==> src/rtl/tt_pkg.sv <==
// Shared types and defaults for the truth-table sweep stage.
// Also provides a helper for the table width.
package tt_pkg;

    typedef enum logic [1:0] {
        IDLE   = 2'd0,
        DRIVE  = 2'd1,
        SAMPLE = 2'd2,
        DONE   = 2'd3
    } tt_state_t;

    localparam int TT_N_IN_DEFAULT   = 3;
    localparam int TT_N_FN_DEFAULT   = 2;
    localparam int TT_SETTLE_DEFAULT = 1;

    // One 2^n_in-bit truth table per captured function.
    function automatic int tt_width(input int n_in, input int n_fn);
        return n_fn * (1 << n_in);
    endfunction

endpackage

==> src/rtl/truth_table_sweeper.sv <==
// Steps the evaluator inputs through every minterm, samples each function
// after a programmable settle time and hands the assembled tables downstream.
module truth_table_sweeper
    import tt_pkg::*;
#(
    parameter int N_IN   = TT_N_IN_DEFAULT,
    parameter int N_FN   = TT_N_FN_DEFAULT,
    parameter int SETTLE = TT_SETTLE_DEFAULT
) (
    input  logic                             clk,
    input  logic                             rst_n,
    input  logic                             start,
    output logic                             busy,
    output logic [N_IN-1:0]                  vars,
    input  logic [N_FN-1:0]                  fn_in,
    output logic                             tt_valid,
    input  logic                             tt_ready,
    output logic [tt_width(N_IN, N_FN)-1:0]  tt_data
);

    localparam int N_MIN = 1 << N_IN;
    localparam int TT_W  = tt_width(N_IN, N_FN);
    // One spare index bit so the last-minterm compare never sees a wrap.
    localparam int IDX_W = N_IN + 1;
    localparam int CNT_W = (SETTLE < 2) ? 1 : $clog2(SETTLE + 1);

    localparam logic [IDX_W-1:0] LAST_IDX    = IDX_W'(N_MIN - 1);
    localparam logic [CNT_W-1:0] SETTLE_LOAD = CNT_W'(SETTLE);

    tt_state_t          state_reg;
    logic [IDX_W-1:0]   index_reg;
    logic [CNT_W-1:0]   settle_reg;
    logic [N_IN-1:0]    vars_reg;
    logic               busy_reg;
    logic               tt_valid_reg;
    logic [TT_W-1:0]    tt_data_reg;

    logic [IDX_W-1:0]   index_next;
    logic [N_MIN-1:0]   minterm_onehot;
    logic [TT_W-1:0]    tt_data_next;

    assign index_next     = index_reg + IDX_W'(1);
    assign minterm_onehot = N_MIN'(1) << index_reg[N_IN-1:0];

    // Each function's table gets only the current minterm bit replaced;
    // fn_in is copied unfiltered so an X from the evaluator stays visible.
    genvar gi;
    generate
        for (gi = 0; gi < N_FN; gi++) begin : g_capture
            assign tt_data_next[gi*N_MIN +: N_MIN] =
                (tt_data_reg[gi*N_MIN +: N_MIN] & ~minterm_onehot) |
                ({N_MIN{fn_in[gi]}} & minterm_onehot);
        end
    endgenerate

    always_ff @(posedge clk or negedge rst_n) begin
        if (!rst_n) begin
            state_reg    <= IDLE;
            index_reg    <= '0;
            settle_reg   <= '0;
            vars_reg     <= '0;
            busy_reg     <= 1'b0;
            tt_valid_reg <= 1'b0;
            tt_data_reg  <= '0;
        end else begin
            unique case (state_reg)
                IDLE: begin
                    if (start) begin
                        tt_data_reg <= '0;
                        index_reg   <= '0;
                        vars_reg    <= '0;
                        settle_reg  <= SETTLE_LOAD;
                        busy_reg    <= 1'b1;
                        state_reg   <= DRIVE;
                    end
                end
                DRIVE: begin
                    settle_reg <= settle_reg - CNT_W'(1);
                    if (settle_reg == CNT_W'(1)) begin
                        state_reg <= SAMPLE;
                    end
                end
                SAMPLE: begin
                    tt_data_reg <= tt_data_next;
                    if (index_reg == LAST_IDX) begin
                        tt_valid_reg <= 1'b1;
                        state_reg    <= DONE;
                    end else begin
                        index_reg  <= index_next;
                        vars_reg   <= index_next[N_IN-1:0];
                        settle_reg <= SETTLE_LOAD;
                        state_reg  <= DRIVE;
                    end
                end
                DONE: begin
                    // A start arriving with the handshake is dropped, not queued.
                    if (tt_ready) begin
                        tt_valid_reg <= 1'b0;
                        busy_reg     <= 1'b0;
                        state_reg    <= IDLE;
                    end
                end
                default: begin
                    state_reg <= IDLE;
                end
            endcase
        end
    end

    assign busy     = busy_reg;
    assign vars     = vars_reg;
    assign tt_valid = tt_valid_reg;
    assign tt_data  = tt_data_reg;

endmodule

==> config.mk <==
export PLATFORM = sky130hd
export DESIGN_NAME = truth_table_sweeper
export DESIGN_NICKNAME = d
export VERILOG_FILES = /design/src/rtl/tt_pkg.sv /design/src/rtl/truth_table_sweeper.sv
export SDC_FILE = /design/constraint.sdc
export NUM_CORES = 1
export LEC_CHECK = 0
export ABC_AREA = 1
export BUFFER_PORTS_ARGS = -buffer_cell sky130_fd_sc_hd__buf_2
export CAP_MARGIN = 5
export CORE_MARGIN = 2
export CORE_UTILIZATION = 35
export DETAILED_ROUTE_END_ITERATION = 7
export SLEW_MARGIN = 20
export SYNTH_ARGS = -nofsm -noshare
export SYNTH_HDL_FRONTEND = slang
export SYNTH_SLANG_ARGS = --single-unit
==> constraint.sdc <==
create_clock -name clk -period 1.7 [get_ports clk]
set_input_delay 0.17 -clock clk [delete_from_list [all_inputs] [get_ports clk]]
set_output_delay 0.17 -clock clk [all_outputs]
set_load 0.05 [all_outputs]
# == Word-level counts from Yosys, hierarchy flattened ==
# Index checks and enable logic that the tools add are counted.
# totals
ff_bits,28
word_cells,57
# classes
n_shift,1
n_eq_ne,9
n_mux,20
addsub,2
reduce_logical,11
bitwise_logic,7
# op_table
cell,count
8-bit bitwise AND,4
16-bit one-hot mux with 2 select lines,1
16-bit two-way mux,1
8-bit bitwise OR,2
3-bit AND reduction,5
"2-bit inequality test, second input constant",5
2-bit two-way mux,4
4-bit two-way mux,2
8-bit inverter,1
2-bit one-hot mux with 4 select lines,1
4-bit one-hot mux with 2 select lines,1
"1-bit by 3-bit left shift with 8-bit output, first input constant",1
3-bit two-way mux,2
3-bit one-hot mux with 2 select lines,1
2-bit nonzero test,3
"4-bit by 1-bit adder with 4-bit output, second input constant",1
"2-bit equality test, second input constant",2
"4-bit by 3-bit equality test with 1-bit output, second input constant",1
1-bit two-way mux,4
1-bit one-hot mux with 2 select lines,2
1-bit one-hot mux with 3 select lines,1
3-bit nonzero test,1
"2-bit by 1-bit equality test with 1-bit output, second input constant",1
2-bit zero test,1
2 further kinds,2

# == Longest topological paths before layout ==
# logic_depth
depth_word,5
ltp_mapped,7
depth_no_buf,7

# == Least setup slack after synthesis ==
# Ideal clock, no wire load.
# synth_path
kind,flip-flop to flip-flop
startpoint,register index_reg[0]
endpoint,"register tt_data_reg[7], in the netlist tt_data[7]"
t_arrival_ns,1.072
path_slack_ns,0.506
path_stages_with_launch,7
path_cell_list,dfrtp_1 ha_1 ha_1 nand2_1 o21ai_0 nand2_1 o21ai_1
# synth_via
elab_chain_len,5
word_cells_on_any_way,6
# synth_lines
item,line,rtl
from (decl),truth_table_sweeper.sv:31,logic [IDX_W-1:0] index_reg;
from (signal assigned),truth_table_sweeper.sv:89,index_reg <= index_next;
1-bit by 3-bit left shift with 8-bit output (*),truth_table_sweeper.sv:43,assign minterm_onehot = N_MIN'(1) << index_reg[N_IN-1:0];
8-bit inverter,truth_table_sweeper.sv:51,(tt_data_reg[gi*N_MIN +: N_MIN] & ~minterm_onehot) |
8-bit bitwise AND,truth_table_sweeper.sv:51,
8-bit bitwise OR (*),truth_table_sweeper.sv:51,
16-bit one-hot mux with 2 select lines (*),truth_table_sweeper.sv:66,unique case (state_reg)
to (signal assigned),truth_table_sweeper.sv:84,tt_data_reg <= tt_data_next;
to (decl),truth_table_sweeper.sv:36,logic [TT_W-1:0] tt_data_reg;
# Mark *: on every way between the ends. The rest lies on a longest branch, timed or not.
# A chain may end at the register's enable or synchronous reset.

==> impl_metrics.sql <==
INSERT INTO impl_metrics (metric_group, metric, value, unit) VALUES
('global_routing', 'grt_max_degree', '26', ''),
('global_routing', 'gr-usage-all-layers', '13.2', '%'),
('critical_path', 'cp_num_cells', '1', ''),
('critical_path', 'r2r_setup_slack', '0.32', 'ns'),
('worst_hold_path', 'hold_path_class', 'input port to register', ''),
('critical_path', 'worst_setup_path_end_kind', 'primary output', ''),
('critical_path', 'rr_startpoint', 'index_reg[0]', ''),
('critical_path', 'critical_path_arrival', '1.24', 'ns'),
('critical_path', 'critPathBufInv', '1', ''),
('cells_and_area', 'synthToLayoutAreaGrowth', '13.3', '%'),
('clock_tree', 'cts_inserted_buffers', '3', ''),
('synth', 'synth_area_leaders', 'sky130_fd_sc_hd__dfrtp_1 (49%), sky130_fd_sc_hd__nand2_1 (9.1%), sky130_fd_sc_hd__nand3_1 (7.1%), sky130_fd_sc_hd__ha_1 (5.9%), sky130_fd_sc_hd__o21ai_0 (5.9%)', ''),
('cells_and_area', 'antenna_diodes', '0', ''),
('routing', 'final_antenna_net_count', '0', ''),
('place', 'place.gp.congestion', '0.806', ''),
('clock_tree', 'cts_tree', 'built', ''),
('floorplanning', 'start_util', '37.3', '%'),
('routing', 'first_iter_violations', '63', ''),
('critical_path', 'crit_path_max_fanout', '12', ''),
('synth', 'synth.net_count', '157', ''),
('critical_path', 'critical_path.reg2reg.endpoint', 'index_reg[3]', ''),
('floorplanning', 'core_region_area', '3420', 'µm²'),
('worst_hold_path', 'hold_depth', '4', ''),
('clock_tree', 'cts.sink_count', '25', ''),
('outcome', 'status', 'finished, final reports clean', ''),
('timing', 'post-route-min-period', '1.41', 'ns'),
('timing', 'max_slew.worst_pin.slew', '0.569', 'ns'),
('synth', 'synthDominantCellAreaShare', '49.2', '%'),
('timing', 'min_period_over_period', '83.2', '%'),
('routing', 'route.detailed.vias_per_inst', '4.72', ''),
('synth', 'number_of_distinct_library_cells_after_synthesis', '19', ''),
('critical_path', 'critical_path_required', '1.53', 'ns'),
('cells_and_area', 'largest_register_ff_count', '16', ''),
('place', 'detailed_placement_wirelength_estimate', '1.90', 'mm'),
('floorplanning', 'number_of_placement_rows', '21', ''),
('critical_path', 'setup.worst_path.end', 'vars[2]', ''),
('cells_and_area', 'final_design_area_no_fill', '1440', 'µm²'),
('clock_tree', 'skew_pair_late_insertion_delay', '0.32', 'ns'),
('timing', 'relSlewSlack', '62.1', '%'),
('cells_and_area', 'nets', '183', ''),
('cells_and_area', 'finalCoreUtilization', '42.2', '%'),
('critical_path', 'cp_cell_sequence', 'buf_2', ''),
('timing', 'hold_viol', '0', ''),
('floorplanning', 'floorplan.die.width', '64.3', 'µm'),
('clock_tree', 'clk_transition_reported_paths', '0.14', 'ns'),
('critical_path', 'cp_top_family', 'flip-flops', ''),
('timing', 'setup_viol', '0', ''),
('critical_path', 'worstSetupStartpointType', 'register', ''),
('place', 'io_buffer_count', '26', ''),
('synth', 'syn_avg_cell_area', '8.78', 'µm²'),
('job', 'max-cap-violations', '0', ''),
('synth', 'netlist_area', '1270', 'µm²'),
('timing', 'fin_setup_tns', '0', 'ns'),
('global_routing', 'vias_in_the_first_global_route', '913', ''),
('floorplanning', 'die_height', '64.3', 'µm'),
('routing', 'drc_errors', '0', ''),
('clock_tree', 'cts_max_path_buffers', '2', ''),
('global_routing', 'antenna_found_initial', '0', ''),
('synth', 'ys_seq_area_share', '49.2', '%'),
('critical_path', 'setup.worst_path.class', 'register to primary output', ''),
('pwr', 'power_per_cell_area', '1610', 'nW/µm²'),
('pwr', 'ir_worst_vdd', '0.655', 'mV'),
('critical_path', 'reg2reg_depth', '6', ''),
('timing', 'clock.fmax', '707', 'MHz'),
('routing', 'drt_first_pass_iters', '4', ''),
('pwr', 'p_total', '2.33', 'mW'),
('clock_tree', 'htree_levels', '1', ''),
('floorplanning', 'die_area', '4130', 'µm²'),
('clock_tree', 'post_cts_resized', '0', ''),
('place', 'post_place_cell_area', '1400', 'µm²'),
('routing', 'detailroute.via_count', '1020', '');
cells by family after synthesis:
| logic type | count (synthesis) | synth area share, % |
|---|---|---|
| buffers and inverters | 25 | 10.2 |
| and+or+nand+nor | 69 | 26.8 |
| adders and majority gates | 6 | 5.90 |
| AOI/OAI and AO/OA | 20 | 7.87 |
| DFF | 25 | 49.2 |
final cells by class:
cell class                      count  area [µm²]  area share, %
Sequential cell                    25         626           43.4
Multi-Input combinational cell     95         517           35.9
Timing Repair Buffer               27         140           9.72
Inverter                           19        73.8           5.12
Tap cell                           46        57.6           3.99
Clock buffer                        3        22.5           1.56
Clock inverter                      1        5.00          0.347
how the worst min path moves through the flow:
stage / startpoint / endpoint / slack, ns
finish: tt_ready / state_reg[1] / 0.16
global route: tt_ready / state_reg[0] / 0.16
CTS: tt_ready / state_reg[1] / 0.16
detailed placement: rst_n / tt_data[14] / 0.20
global placement: rst_n / tt_data[6] / 0.19
floorplan: rst_n / busy / -0.13
layout by cell type (no fill, tap or decap):
master,n
sky130_fd_sc_hd__inv_2,1
sky130_fd_sc_hd__nor2_1,6
sky130_fd_sc_hd__o21ai_0,15
sky130_fd_sc_hd__clkinv_2,1
sky130_fd_sc_hd__nand2_2,3
sky130_fd_sc_hd__dfrtp_1,25
sky130_fd_sc_hd__nand3b_1,1
sky130_fd_sc_hd__buf_2,26
sky130_fd_sc_hd__dlygate4sd3_1,1
sky130_fd_sc_hd__o21ai_1,4
sky130_fd_sc_hd__ha_1,6
sky130_fd_sc_hd__inv_1,17
sky130_fd_sc_hd__nand3_1,18
sky130_fd_sc_hd__inv_4,1
sky130_fd_sc_hd__a21oi_1,1
sky130_fd_sc_hd__nand4_1,4
sky130_fd_sc_hd__clkbuf_4,3
sky130_fd_sc_hd__nand2_4,4
sky130_fd_sc_hd__nor2_4,1
sky130_fd_sc_hd__nand2_1,31
sky130_fd_sc_hd__nor3_1,1
power by group:
group          internal (mW)  total, mW  leakage, nW  switching [mW]
combinational          0.284       1.14        0.462           0.851
clock                 0.0881      0.267       0.0177           0.179
sequential             0.750      0.923        0.335           0.173
worst reg2reg max path: cells and delay by family, from the launching register on:
kind | cells | cell delay, ns
adders and majority gates | 1 | 0.24
DFF | 1 | 0.49
and+or+nand+nor | 5 | 0.56
stage by stage:
stage	hold WS, ns	cells
detailed placement	0.196	211
global route	0.160	216
finish	0.164	216
CTS	0.158	216
global placement	0.190	211
floorplan	-0.126	145
Yosys cell counts:
library cell	number
sky130_fd_sc_hd__ha_1	6
sky130_fd_sc_hd__nor3_1	1
sky130_fd_sc_hd__nand4_1	4
sky130_fd_sc_hd__nand2_2	3
sky130_fd_sc_hd__nand3_1	18
sky130_fd_sc_hd__o21ai_0	15
sky130_fd_sc_hd__buf_4	3
sky130_fd_sc_hd__inv_4	1
sky130_fd_sc_hd__o21ai_1	4
sky130_fd_sc_hd__nor2_1	6
sky130_fd_sc_hd__inv_2	1
sky130_fd_sc_hd__nand3b_1	1
sky130_fd_sc_hd__inv_1	17
sky130_fd_sc_hd__nor2_4	1
sky130_fd_sc_hd__buf_6	3
sky130_fd_sc_hd__dfrtp_1	25
sky130_fd_sc_hd__nand2_1	31
sky130_fd_sc_hd__a21oi_1	1
sky130_fd_sc_hd__nand2_4	4
what timing repair did:
item | CTS | global route
endpoints found under the hold margin | 25 | 0
hold buffers | 1 | 0
endpoints found under the setup margin | 0 | 0
per-layer routing:
| metal | wire length [µm] | up-vias | track usage [%] |
|---|---|---|---|
| li1 | - | 515 | - |
| met1 | 1180 | 464 | 19.0 |
| met2 | 1130 | 39 | 19.8 |
| met3 | 178 | 2 | 2.29 |
| met4 | 14 | 0 | 4.79 |
| met5 | 0 | - | 0 |
(Power assumes the default switching activity.)
